### src/rtl/axis_gate_encoder_pkg.sv
// Shared definitions for the gate-controller stream encoder: the 128-bit word layout and a packing helper.
package gate_pkg;

  localparam int WORD_W    = 128;
  localparam int CNT_LSB   = 0;
  localparam int CNT_W     = 64;
  localparam int POFF_LSB  = 64;
  localparam int POFF_W    = 32;
  localparam int LEVEL_LSB = 96;
  localparam int LEVEL_W   = 16;
  localparam int PAD_LSB   = 112;
  localparam int PAD_W     = 16;

  typedef logic [WORD_W-1:0] gate_word_t;

  // Pad field is always zero so a replaying controller can ignore it.
  function automatic gate_word_t pack_word(input logic [POFF_W-1:0]  poff,
                                           input logic [LEVEL_W-1:0] level,
                                           input logic [CNT_W-1:0]   cnt);
    gate_word_t w;
    w = '0;
    w[CNT_LSB   +: CNT_W]   = cnt;
    w[POFF_LSB  +: POFF_W]  = poff;
    w[LEVEL_LSB +: LEVEL_W] = level;
    w[PAD_LSB   +: PAD_W]   = '0;
    return w;
  endfunction

endpackage

### src/rtl/axis_gate_encoder_fifo.sv
// Synchronous first-word-fall-through FIFO; a write is accepted when full only if a read happens in the same cycle.
module axis_gate_encoder_fifo #(
  parameter int WIDTH = 128,
  parameter int DEPTH = 16
) (
  input  logic             clk_i,
  input  logic             rst_i,
  input  logic             wr_en_i,
  input  logic [WIDTH-1:0] wr_data_i,
  input  logic             rd_en_i,
  output logic [WIDTH-1:0] rd_data_o,
  output logic             full_o,
  output logic             empty_o
);

  localparam int AW = $clog2(DEPTH);

  logic [WIDTH-1:0] mem_q [DEPTH];
  logic [AW-1:0]    wr_ptr_q, wr_ptr_d;
  logic [AW-1:0]    rd_ptr_q, rd_ptr_d;
  logic [AW:0]      count_q, count_d;
  logic             do_rd, do_wr;

  assign empty_o = (count_q == '0);
  assign full_o  = (count_q == (AW+1)'(DEPTH));
  assign do_rd   = rd_en_i & ~empty_o;
  assign do_wr   = wr_en_i & (~full_o | do_rd);

  // Output is forced to zero while empty so nothing stale is ever visible downstream.
  assign rd_data_o = empty_o ? '0 : mem_q[rd_ptr_q];

  always_comb begin
    wr_ptr_d = wr_ptr_q;
    rd_ptr_d = rd_ptr_q;
    count_d  = count_q;
    if (do_wr) wr_ptr_d = wr_ptr_q + AW'(1);
    if (do_rd) rd_ptr_d = rd_ptr_q + AW'(1);
    if (do_wr && !do_rd)      count_d = count_q + (AW+1)'(1);
    else if (!do_wr && do_rd) count_d = count_q - (AW+1)'(1);
  end

  always_ff @(posedge clk_i) begin
    if (rst_i) begin
      wr_ptr_q <= '0;
      rd_ptr_q <= '0;
      count_q  <= '0;
    end else begin
      wr_ptr_q <= wr_ptr_d;
      rd_ptr_q <= rd_ptr_d;
      count_q  <= count_d;
    end
  end

  always_ff @(posedge clk_i) begin
    if (do_wr) mem_q[wr_ptr_q] <= wr_data_i;
  end

endmodule

### src/rtl/axis_gate_encoder.sv
// Run-length encoder: one 128-bit AXIS word per constant poff/level run, count = run length - 1.
// Optional mid-run flush input enabled by defining AXIS_GATE_ENCODER_FLUSH_EN.
module axis_gate_encoder
  import gate_pkg::*;
#(
  parameter int CNTR_WIDTH = 64,
  parameter int FIFO_DEPTH = 16
) (
  input  logic                aclk,
  input  logic                areset,
  input  logic                enbl,
  input  logic [POFF_W-1:0]   poff,
  input  logic [LEVEL_W-1:0]  level,
`ifdef AXIS_GATE_ENCODER_FLUSH_EN
  input  logic                flush,
`endif
  input  logic                m_axis_tready,
  output logic [WORD_W-1:0]   m_axis_tdata,
  output logic                m_axis_tvalid,
  output logic                overflow,
  output logic                busy
);

  logic                  open_q, open_d;
  logic [POFF_W-1:0]     cur_poff_q, cur_poff_d;
  logic [LEVEL_W-1:0]    cur_level_q, cur_level_d;
  logic [CNTR_WIDTH-1:0] cnt_q, cnt_d;
  logic                  overflow_q, overflow_d;
  logic                  push, pop, split, flush_req;
  logic                  fifo_full, fifo_empty;
  gate_word_t            push_word;

`ifdef AXIS_GATE_ENCODER_FLUSH_EN
  assign flush_req = flush;
`else
  assign flush_req = 1'b0;
`endif

  assign split = (poff != cur_poff_q) | (level != cur_level_q) | (&cnt_q) | flush_req;

  // A closed run always restarts on the current sample; an open run either grows or is pushed and reloaded.
  always_comb begin
    open_d      = open_q;
    cur_poff_d  = cur_poff_q;
    cur_level_d = cur_level_q;
    cnt_d       = cnt_q;
    push        = 1'b0;
    if (enbl) begin
      if (!open_q || split) begin
        push        = open_q;
        open_d      = 1'b1;
        cur_poff_d  = poff;
        cur_level_d = level;
        cnt_d       = '0;
      end else begin
        cnt_d = cnt_q + CNTR_WIDTH'(1);
      end
    end else if (open_q) begin
      push   = 1'b1;
      open_d = 1'b0;
    end
  end

  assign push_word = pack_word(cur_poff_q, cur_level_q, CNT_W'(cnt_q));
  assign pop       = m_axis_tvalid & m_axis_tready;

  // A full FIFO still takes the word if the head leaves in the same cycle.
  assign overflow_d = overflow_q | (push & fifo_full & ~pop);

  always_ff @(posedge aclk) begin
    if (areset) begin
      open_q      <= 1'b0;
      cur_poff_q  <= '0;
      cur_level_q <= '0;
      cnt_q       <= '0;
      overflow_q  <= 1'b0;
    end else begin
      open_q      <= open_d;
      cur_poff_q  <= cur_poff_d;
      cur_level_q <= cur_level_d;
      cnt_q       <= cnt_d;
      overflow_q  <= overflow_d;
    end
  end

  axis_gate_encoder_fifo #(
    .WIDTH(WORD_W),
    .DEPTH(FIFO_DEPTH)
  ) u_fifo (
    .clk_i    (aclk),
    .rst_i    (areset),
    .wr_en_i  (push),
    .wr_data_i(push_word),
    .rd_en_i  (m_axis_tready),
    .rd_data_o(m_axis_tdata),
    .full_o   (fifo_full),
    .empty_o  (fifo_empty)
  );

  assign m_axis_tvalid = ~fifo_empty;
  assign overflow      = overflow_q;
  assign busy          = open_q | ~fifo_empty;

endmodule
### config.mk
export PLATFORM = sky130hd
export DESIGN_NAME = axis_gate_encoder
export DESIGN_NICKNAME = d
export VERILOG_FILES = /design/src/rtl/axis_gate_encoder_pkg.sv /design/src/rtl/axis_gate_encoder_fifo.sv /design/src/rtl/axis_gate_encoder.sv
export SDC_FILE = /design/constraint.sdc
export NUM_CORES = 2
export LEC_CHECK = 0
export BUFFER_PORTS_ARGS = -buffer_cell sky130_fd_sc_hd__buf_4
export CAP_MARGIN = 30
export CORE_MARGIN = 3
export CORE_UTILIZATION = 56
export DETAILED_ROUTE_END_ITERATION = 10
export HOLD_SLACK_MARGIN = 0.12
export PLACE_DENSITY = 0.82
export SKIP_CTS_REPAIR_TIMING = 1
export SYNTH_ARGS = -nofsm -noshare
export SYNTH_HDL_FRONTEND = slang
export SYNTH_SLANG_ARGS = --single-unit
### constraint.sdc
create_clock -name aclk -period 10.8 [get_ports aclk]
set_clock_uncertainty 0.1 [all_clocks]
set_input_delay 1.08 -clock aclk [delete_from_list [all_inputs] [get_ports aclk]]
set_output_delay 1.08 -clock aclk [all_outputs]
set_load 0.01 [all_outputs]
==> impl_metrics.py <==
metrics = {
    "status": {
        "outcome": "completed",
    },
    "detailed_routing": {
        "wirelength_um": 174500,
        "post-route-drc-count": 0,
        "dr.pass1.iters": 7,
        "via_per_inst": 6.504,
        "ant_nets": 0,
        "drtIter0Drc": 4874,
        "num_vias": 35520,
        "wl_per_cell_um": 31.96,
    },
    "final_layout": {
        "area_growth_pct": 13.03,
        "fin_nets": 3626,
        "layout-drive-gt1-share_pct": 30.08,
        "post-route-util_pct": 64.06,
    },
    "clock_network": {
        "cts_buffer_depth": 3,
        "clkLatencyLatePin_ns": 0.80,
        "cts_tree": "built",
        "clk_pin_slew_ns": 0.06,
        "cts_root_buffer": "clkbuf_16",
        "cts_buffers": 181,
        "clock-sinks": 1923,
        "cts_max_level": 4,
    },
    "sta": {
        "fin_ws_ns": 4.917,
        "clock.fmax_mhz": 170.0,
        "worst_pin_slew_ns": 1.044,
        "setup_viol": 0,
        "timing.hold.ws_ns": 0.3924,
        "slew_viol_final": 0,
        "fin_crit_sh_pct": 54.47,
        "finalSetupTns_ns": 0,
        "max_slew_margin_pct": 30.41,
        "rsz0062_at_grt": "no",
        "period_minus_slack_ns": 5.883,
        "hold_viol_final": 0,
    },
    "floorplan": {
        "row_count": 132,
        "die_h_um": 369.2,
        "die-area_um2": 136300,
        "ios": 183,
        "core_area_um2": 130300,
        "start_util_pct": 56.68,
        "fp.dieW_um": 369.2,
    },
    "worst_setup_path": {
        "cp_max_fo": 124,
        "r2r-end": "u_fifo.mem_q[14][14]$_DFFE_PP_",
        "reg2reg_from": "cnt_q[33]$_SDFFE_PP0P_",
        "required_ns": 9.62,
        "critPathCaptureType": "output port",
        "cp-start-kind": "flip-flop",
        "crit_slowest_cell": "buf_12",
        "regToRegSetupSlack_ns": 5.15,
        "endpoint": "m_axis_tdata[69]",
        "slowest_delay_ns": 0.80,
        "crit_type": "reg -> out",
        "crit_chain": "buf_12 > buf_12 > mux4_2 > mux4_2 > and2_1 > buf_4",
        "r2r_cells": 9,
        "crit_arrival_ns": 4.70,
    },
    "worst_hold_path": {
        "hold_class": "reg -> reg",
        "min-delay-start": "u_fifo.rd_ptr_q[1]$_SDFFE_PP0P_",
    },
    "yosys": {
        "synth_top_area_share_pct": 72.86,
        "yosysMostFrequentCell": "edfxtp_1",
        "synth_edf_count": 1792,
        "synth_seq_area_share_pct": 76.41,
        "synth_warnings": 0,
        "syn_inst": 3294,
        "synth_ff_type": "edfxtp_1",
        "synthTopCellsByArea": "edfxtp_1 (73%), mux4_2 (17%), dfxtp_1 (3.6%)",
        "synth_area_um2": 73860,
        "async_flop_share_pct": 0,
        "synth.avg_cell_area_um2": 22.42,
        "synth_cell_types": 49,
        "ys_ff_latch": 1923,
        "synth_top_area_cell": "edfxtp_1",
        "ys_top_cells_by_count": "edfxtp_1 (1792), mux4_2 (560), nor2_1 (155)",
    },
    "grt": {
        "antenna_found_initial": 8,
        "grt_pass1_wl_um": 253800,
        "grt_pass1_vias": 36550,
        "grt_max_degree": 125,
        "grt_use_total_pct": 25.93,
        "grt_overflow": 0,
    },
    "placed_design": {
        "dp_slack_ns": 5.130,
        "gp_congestion": 0.7566,
        "dp_hpwl_um": 87120,
        "port_buffers": 166,
    },
    "pwr": {
        "vdd_drop_max_v": 0.0001752,
        "p_per_area_nw_per_um2": 213.5,
        "leakagePower_uw": 0.02637,
    },
    "job": {
        "max-cap-violations": 0,
    },
}
cell families (layout without fill, tap and decap cells):
logic type	after synthesis	count (layout)	synth area share (%)
flip-flops	1923	1923	76.41
multiplexers	612	612	17.78
AND/OR/NAND/NOR	417	417	2.941
buffers and inverters	196	604	1.125
XOR/XNOR	118	118	1.399
AO/OA/AOI/OAI	16	16	0.1372
adder cells (fa/ha/maj)	11	11	0.1965
other	1	18	0.005077
stage by stage:
stage          area (µm²)  total power, µW  instances
5_1_grt             83480            18430       5459
3_5_place_dp        77530            11760       5118
6_report            83480            17820       5461
4_1_cts             83370            17980       5455
3_3_place_gp        77250            11700       5106
2_1_floorplan       73910            10630       3309
registers in the layout (all words and copies together) (netlist names), named ones only:
name             cells
cur_poff_q          32
u_fifo.count_q       5
cnt_q               64
open_q               1
u_fifo.wr_ptr_q      4
u_fifo.rd_ptr_q      4
overflow             1
cur_level_q         16
u_fifo.mem_q      1792
worst min path at each step:
stage,end,slack (ns),depth (start not counted)
after detailed placement,flip-flop,0.38,2
after global routing,cur_poff_q[2]$_SDFFE_PP0P_,0.42,3
after floorplan,flip-flop,0.36,2
final,flip-flop,0.39,2
after CTS,cur_poff_q[7]$_SDFFE_PP0P_,0.38,3
after global placement,flip-flop,0.36,2
power breakdown:
part | switching (µW) | total (µW) | internal [µW]
sequential | 131 | 8290 | 8160
clock | 2700 | 6250 | 3550
combinational | 1570 | 3280 | 1710
total | 4410 | 17800 | 13400
layout make-up:
class,instances,area (µm²)
Antenna cell,2,5.005
Clock buffer,236,4867
Clock inverter,101,964.7
Fill cell,8036,46830
Inverter,15,56.30
Multi-Input combinational cell,1190,16760
Sequential cell,1923,56450
Tap cell,1742,2180
Timing Repair Buffer,252,2195
critical path: cells and delay by family (launching register included):
kind / cells / cell delay (ns)
buffers and inverters: 3 / 1.58
DFF: 1 / 0.74
muxes: 2 / 1.19
and+or+nand+nor: 1 / 0.19
placed cells by master, fill, tap and decap left out, drive strengths merged, types with 7 or more instances in the layout:
| cell | n |
|---|---|
| clkbuf | 236 |
| bufinv | 15 |
| nor2 | 156 |
| inv | 22 |
| xor2 | 28 |
| nand2 | 29 |
| clkinvlp | 7 |
| nor4 | 8 |
| nand3 | 23 |
| nor3b | 10 |
| nor3 | 20 |
| and2 | 113 |
| or3 | 8 |
| clkinv | 72 |
| edfxtp | 1792 |
| ha | 10 |
| buf | 252 |
| xnor2 | 90 |
| a21oi | 8 |
| dfxtp | 131 |
| mux2i | 50 |
| nand4 | 33 |
| conb | 16 |
| mux4 | 560 |
layer usage:
layer | wire, µm | share of wire, % | up-vias | track usage (%)
met1 | 65780 | 38 | 18900 | 35.89
met5 | 13 | 0.0074 | - | 0
met2 | 87040 | 50 | 2129 | 41.72
li1 | - | - | 14180 | -
met3 | 16580 | 9.5 | 309 | 5.711
met4 | 5099 | 2.9 | 2 | 8.558
(Power assumes the default switching activity.)
